<file path="src/rtl/clock_divider_n_if.sv">
// Control/status bundle for clock_divider_n. The en signal exists only when
// CLKDIV_GATE_EN is defined.
interface clock_divider_n_if #(
    parameter int unsigned DIV_W = 8
);
    logic [DIV_W-1:0] div_in;
    logic             div_load;
`ifdef CLKDIV_GATE_EN
    logic             en;
`endif
    logic             out;
    logic             tick;
    logic [DIV_W-1:0] div_active;
    logic             load_pend;
    logic             load_ack;
    logic             div_err;

`ifdef CLKDIV_GATE_EN
    modport master (
        output div_in, div_load, en,
        input  out, tick, div_active, load_pend, load_ack, div_err
    );
    modport slave (
        input  div_in, div_load, en,
        output out, tick, div_active, load_pend, load_ack, div_err
    );
`else
    modport master (
        output div_in, div_load,
        input  out, tick, div_active, load_pend, load_ack, div_err
    );
    modport slave (
        input  div_in, div_load,
        output out, tick, div_active, load_pend, load_ack, div_err
    );
`endif
endinterface

</file>
<file path="src/rtl/clock_divider_n.sv">
// Runtime-programmable divide-by-N clock divider with 50% duty for any N >= 2.
// Optional CLKDIV_GATE_EN adds an enable that parks the output low at a period boundary.
module clock_divider_n #(
    parameter int unsigned DIV_W       = 8,
    parameter int unsigned DEFAULT_DIV = 3
) (
    input  logic               clk,
    input  logic               reset,
    clock_divider_n_if.slave   bus
);

    localparam logic [DIV_W-1:0] DEF_DIV = DIV_W'(DEFAULT_DIV);
    localparam logic [DIV_W-1:0] ONE     = DIV_W'(1);
    localparam logic [DIV_W-1:0] TWO     = DIV_W'(2);

    logic [DIV_W-1:0] cnt, cnt_d;
    logic [DIV_W-1:0] div_active, div_active_d;
    logic [DIV_W-1:0] pending, pending_d;
    logic             load_pend, load_pend_d;
    logic             load_ack, load_ack_d;
    logic             div_err, div_err_d;
    logic             tick, tick_d;
    logic             out_p, out_p_d;
    logic             out_n;
    logic             at_end;
    logic             boundary;
    logic             valid_load;
    logic             gate_open;

`ifdef CLKDIV_GATE_EN
    assign gate_open = bus.en;
`else
    assign gate_open = 1'b1;
`endif

    // Next-state: counter, divisor reload, load bookkeeping and output phase.
    always_comb begin
        cnt_d        = cnt;
        div_active_d = div_active;
        pending_d    = pending;
        load_pend_d  = load_pend;
        load_ack_d   = 1'b0;
        div_err_d    = 1'b0;

        at_end     = (cnt >= (div_active - ONE));
        boundary   = at_end && gate_open;
        valid_load = bus.div_load && (bus.div_in >= TWO);

        if (boundary) begin
            cnt_d = '0;
            if (load_pend) begin
                div_active_d = pending;
                load_pend_d  = 1'b0;
                load_ack_d   = 1'b1;
            end
        end else if (!at_end) begin
            cnt_d = cnt + ONE;
        end

        // A load landing on a boundary edge is kept pending for the next one.
        if (valid_load) begin
            pending_d   = bus.div_in;
            load_pend_d = 1'b1;
        end else if (bus.div_load) begin
            div_err_d = 1'b1;
        end

        out_p_d = (cnt_d < (div_active_d >> 1));
        tick_d  = (cnt_d == '0);
    end

    always_ff @(posedge clk or negedge reset) begin
        if (!reset) begin
            cnt        <= DEF_DIV - ONE;
            div_active <= DEF_DIV;
            pending    <= DEF_DIV;
            load_pend  <= 1'b0;
            load_ack   <= 1'b0;
            div_err    <= 1'b0;
            tick       <= 1'b0;
            out_p      <= 1'b0;
        end else begin
            cnt        <= cnt_d;
            div_active <= div_active_d;
            pending    <= pending_d;
            load_pend  <= load_pend_d;
            load_ack   <= load_ack_d;
            div_err    <= div_err_d;
            tick       <= tick_d;
            out_p      <= out_p_d;
        end
    end

    // Half-cycle delayed copy of out_p stretches the high phase for odd N.
    always_ff @(negedge clk or negedge reset) begin
        if (!reset) begin
            out_n <= 1'b0;
        end else begin
            out_n <= out_p;
        end
    end

    assign bus.out        = div_active[0] ? (out_p | out_n) : out_p;
    assign bus.tick       = tick;
    assign bus.div_active = div_active;
    assign bus.load_pend  = load_pend;
    assign bus.load_ack   = load_ack;
    assign bus.div_err    = div_err;

endmodule

</file>
<file path="src/flat_wrapper.sv">
// flat-port wrapper written by rule: the top's interface ports become plain ports
module clock_divider_n_flat 
#(
    parameter int unsigned DIV_W       = 8,
    parameter int unsigned DEFAULT_DIV = 3
)
  (clk, reset, bus_div_in, bus_div_load, bus_out, bus_tick, bus_div_active, bus_load_pend, bus_load_ack, bus_div_err);
  clock_divider_n_if #(.DIV_W(DIV_W)) bus_i ();
  input  logic clk;
  input  logic reset;
  input wire logic [$bits(bus_i.div_in)-1:0] bus_div_in;
  input wire logic [$bits(bus_i.div_load)-1:0] bus_div_load;
  output wire logic [$bits(bus_i.out)-1:0] bus_out;
  output wire logic [$bits(bus_i.tick)-1:0] bus_tick;
  output wire logic [$bits(bus_i.div_active)-1:0] bus_div_active;
  output wire logic [$bits(bus_i.load_pend)-1:0] bus_load_pend;
  output wire logic [$bits(bus_i.load_ack)-1:0] bus_load_ack;
  output wire logic [$bits(bus_i.div_err)-1:0] bus_div_err;
  assign bus_i.div_in = bus_div_in;
  assign bus_i.div_load = bus_div_load;
  assign bus_out = bus_i.out;
  assign bus_tick = bus_i.tick;
  assign bus_div_active = bus_i.div_active;
  assign bus_load_pend = bus_i.load_pend;
  assign bus_load_ack = bus_i.load_ack;
  assign bus_div_err = bus_i.div_err;
  clock_divider_n #(.DIV_W(DIV_W), .DEFAULT_DIV(DEFAULT_DIV)) u_core (.clk(clk), .reset(reset), .bus(bus_i));
endmodule
</file>
<file path="config.mk">
export PLATFORM = sky130hd
export DESIGN_NAME = clock_divider_n_flat
export DESIGN_NICKNAME = d
export VERILOG_FILES = /design/src/rtl/clock_divider_n_if.sv /design/src/rtl/clock_divider_n.sv /design/src/flat_wrapper.sv
export SDC_FILE = /design/constraint.sdc
export NUM_CORES = 1
export LEC_CHECK = 0
export CAP_MARGIN = 40
export CORE_UTILIZATION = 60
export DETAILED_ROUTE_END_ITERATION = 8
export DONT_BUFFER_PORTS = 1
export GPL_TIMING_DRIVEN = 0
export PLACE_DENSITY = 0.76
export SLEW_MARGIN = 10
export SYNTH_ARGS = -nofsm -noshare
export SYNTH_HDL_FRONTEND = slang
export SYNTH_SLANG_ARGS = --single-unit
</file>
<file path="constraint.sdc">
create_clock -name clk -period 7.25 [get_ports clk]
set_clock_uncertainty 0.1 [all_clocks]
set_input_delay 1.45 -clock clk [delete_from_list [all_inputs] [get_ports clk]]
set_output_delay 1.45 -clock clk [all_outputs]
set_load 0.005 [all_outputs]
</file>
Word level (Yosys, flattened, before mapping) --
Index checks and enable logic that the tools add are counted. W data, S select, Z words.
Cells by class: add/subtract/negate cells 2, multiply operators 0, div/mod/pow operators 0, order comparisons 3, equal/unequal tests 0, shifts and indexed selects 0, mux-type cells 10, bitwise logic cells 1, reductions and logical operators 4
Operators by type and width (number):
- $mux W8 | 3
- $add A8 B1 Y8 const B | 1
- $ge A8 B2 Y1 const B | 1
- $ge A8 B8 Y1 | 1
- $logic_not A8 Y1 | 1
- $lt A8 B7 Y1 | 1
- $sub A8 B1 Y8 const B | 1
- $mux W1 | 7
- $reduce_and A2 Y1 | 1
- $reduce_bool A2 Y1 | 1
- $logic_and A1 B1 Y1 | 1
- $or A1 B1 Y1 | 1
Storage, ports and cells: register bits 30, latch bits 0, bits in writable memories 0, ROM bits 0, bits of input ports 11, output and inout bits 13, logic and storage cells 30, memories kept 0

Longest topological paths before layout --
depth after elaboration 4, depth in mapped cells 17, depth with buffers taken out 16

==> flow_summary_export.csv <==
group,metric,value,unit
final_layout,n_fill_cell,221,
worst_setup_path,end_kind,"output port",
final_layout,final_net_count,203,
grt,grt_pass1_wl,5.53,mm
floorplanning,die_x,55.6,um
logic_synthesis,syn_nets,196,
clock_network,clockBufferDepth,2,
worst_setup_path,critPathTopFamily,"flip-flops",
logic_synthesis,netlist_area,0.00173,mm^2
status,status,"complete, no violations",
sta,setup_violations,0,
hold_path,hp-class,"flop to flop",
grt,grt_max_degree,31,
floorplanning,die_h,55.6,um
clock_network,post_cts_buffers,0,
worst_setup_path,worst-path-buf-inv,0,
clock_network,cts_made_buffers,5,
route,viasPerCell,5.85,
clock_network,postCtsResizedCells,0,
floorplanning,start_util,63.1,%
worst_setup_path,path_max_fanout,1,
floorplanning,core-area,0.00273,mm^2
route,drtAntennaViolNets,0,
logic_synthesis,yosysUniqueCellTypes,39,
floorplanning,pin_count,24,
route,wire_per_inst,15.5,um
route,drc_errors,0,
clock_network,cts_root_buffer,"clkbuf_4",
worst_setup_path,worstPathRequired,5.70,ns
pwr,power,0.286,mW
sta,rsz0062_at_grt,"no",
logic_synthesis,synth-seq-cells,30,
sta,maxSlewHeadroom,69.0,%
sta,maxSlewViolCount,0,
pwr,leakage,0.977,nW
sta,layout_setup_ws,1.23,ns
logic_synthesis,synthesis.instances,169,
worst_setup_path,cp_slowest_cell,"dfrtn_1",
grt,gr-total-overflow,0,
worst_setup_path,path_class,"flop to output port",
pwr,power.density,157,mW/mm^2
grt,track_usage,23.9,%
logic_synthesis,avgSynthCellArea,10.2,um^2
final_layout,fin_util,66.7,%
worst_setup_path,path_cells,"a21o_1",
worst_setup_path,cpPeakStageDelay,0.34,ns
final_layout,final_area,0.00182,mm^2
floorplanning,dieArea,0.00309,mm^2
logic_synthesis,seq_area_frac_synth,43.9,%
final_layout,layout-drive-gt1-share,14.7,%
route,wl,3.22,mm
logic_synthesis,yosysWarnings,0,
final_layout,layout_commonest_cell,"nand2_1",
placed_design,dpl_worst_slack,1.58,ns
sta,finalSetupTns,0,ns
placed_design,placed_cell_area,0.00176,mm^2
logic_synthesis,synthArstFlopShare,100,%
clock_network,cts_tree,"done",
route,first_iter_violations,58,
clock_network,path_clk_slew,0.09,ns
clock_network,cts.sinks,30,
logic_synthesis,synth-main-ff-cell,"dfrtp_1",
clock_network,htree_levels,2,
clock_network,clock_latency,0.34,ns
placed_design,port_buffers,0,
floorplanning,rows,19,
logic_synthesis,synth_edf_count,0,
grt,antenna_found_initial,0,
run,maxCapViolCount,0,
route,drtPass1Iterations,4,
worst_setup_path,worstSetupStartpointType,"flop",
pwr,ir_drop,0.134,mV
final_layout,layout_common_cells,"nand2_1, dfrtp_1, ha_1",
placed_design,place_congestion,0.827,
final_layout,n_antenna_cell,0,
placed_design,dpl.hpwl,2.45,mm
route,vias,1216,
sta,finalHoldViolations,0,
final_layout,synthToLayoutAreaGrowth,5.73,%
sta,worst_slew_pin_slew,0.464,ns
grt,grt_pass1_vias,1253,
clock_network,holdBufCountCts,0,
worst_setup_path,arrival,4.47,ns
## stage by stage
stage	hold WS, ns	cells
6_report	0.386	208
5_1_grt	0.414	208
4_1_cts	0.391	208
3_5_place_dp	0.376	200
3_3_place_gp	0.358	200
2_1_floorplan	0.345	169
## Yosys cell counts, types with 2 or more instances
library cell  instances  area (um^2)
nor3b_1               2         15.0
inv_1                 8         30.0
nor2_1               14         52.6
a21o_1                3         22.5
mux2i_1               6         60.1
a21oi_1               6         30.0
o31ai_1               2         15.0
o21ai_0               4         20.0
nand4_1               2         12.5
dfstp_2               5          131
dfrtp_1              24          601
mux2_2                5         56.3
nand3_1               3         15.0
mux2_4                3         45.0
xnor2_1               6         52.6
nand2_1              30          113
nor3_1                3         15.0
ha_1                 16          200
xor2_1                6         52.6
clkbuf_1              2         7.51
## final cells by class
class,count,area (um^2),area share (%)
inverter,8,30.0,1.65
buffer,3,18.8,1.03
tap,31,38.8,2.13
multi-input combinational,128,920,50.4
clock buffer,7,55.1,3.02
sequential,30,757,41.5
clock inverter,1,5.00,0.274
## layer usage
layer | vias to the layer above | global-route usage [%] | wire length (um)
li1 | 597 | - | -
met2 | 35 | 38.4 | 1580
met5 | - | 0 | 0
met3 | 13 | 5.12 | 156
met1 | 571 | 29.1 | 1380
met4 | 0 | 15.7 | 96
## power breakdown
group	switching (mW)	internal [mW]
sequential	0.00301	0.172
clock	0.0565	0.0469
combinational	0.00411	0.00286
total	0.0636	0.222
## registers in the layout, indices dropped and copies added (netlist names)
name and cells:
u_core.bus.load_pend 1, u_core.out_p 1, u_core.bus.tick 1, u_core.pending 8, u_core.bus.div_err 1, u_core.bus.load_ack 1, u_core.cnt 8, u_core.out_n 1
u_core.bus.div_active 8
## cells by family after synthesis
| family | Yosys count | synth area share (%) |
|---|---|---|
| AND/OR/NAND/NOR | 65 | 17.7 |
| flip-flops | 30 | 43.9 |
| AO/OA/AOI/OAI | 20 | 7.90 |
| adder cells (fa/ha/maj) | 16 | 11.6 |
| multiplexers | 15 | 10.0 |
| XOR/XNOR | 12 | 6.09 |
| buffers and inverters | 11 | 2.83 |
## path summary, 6_finish.rpt
check	from	depth (start not counted)	end	slack, ns
max in group asynchronous	reset	0	u_core.out_n	2.72
worst max-delay path	u_core.out_n	1	bus_out	1.23
worst min register to register	u_core.pending[1]	2	u_core.pending[1]	0.39
worst min-delay path	u_core.pending[1]	2	u_core.pending[1]	0.39
worst max register to register	u_core.out_p	0	u_core.out_n	2.98
min in group asynchronous	reset	0	u_core.cnt[6]	0.69
Power figures use the tool's default switching activity.
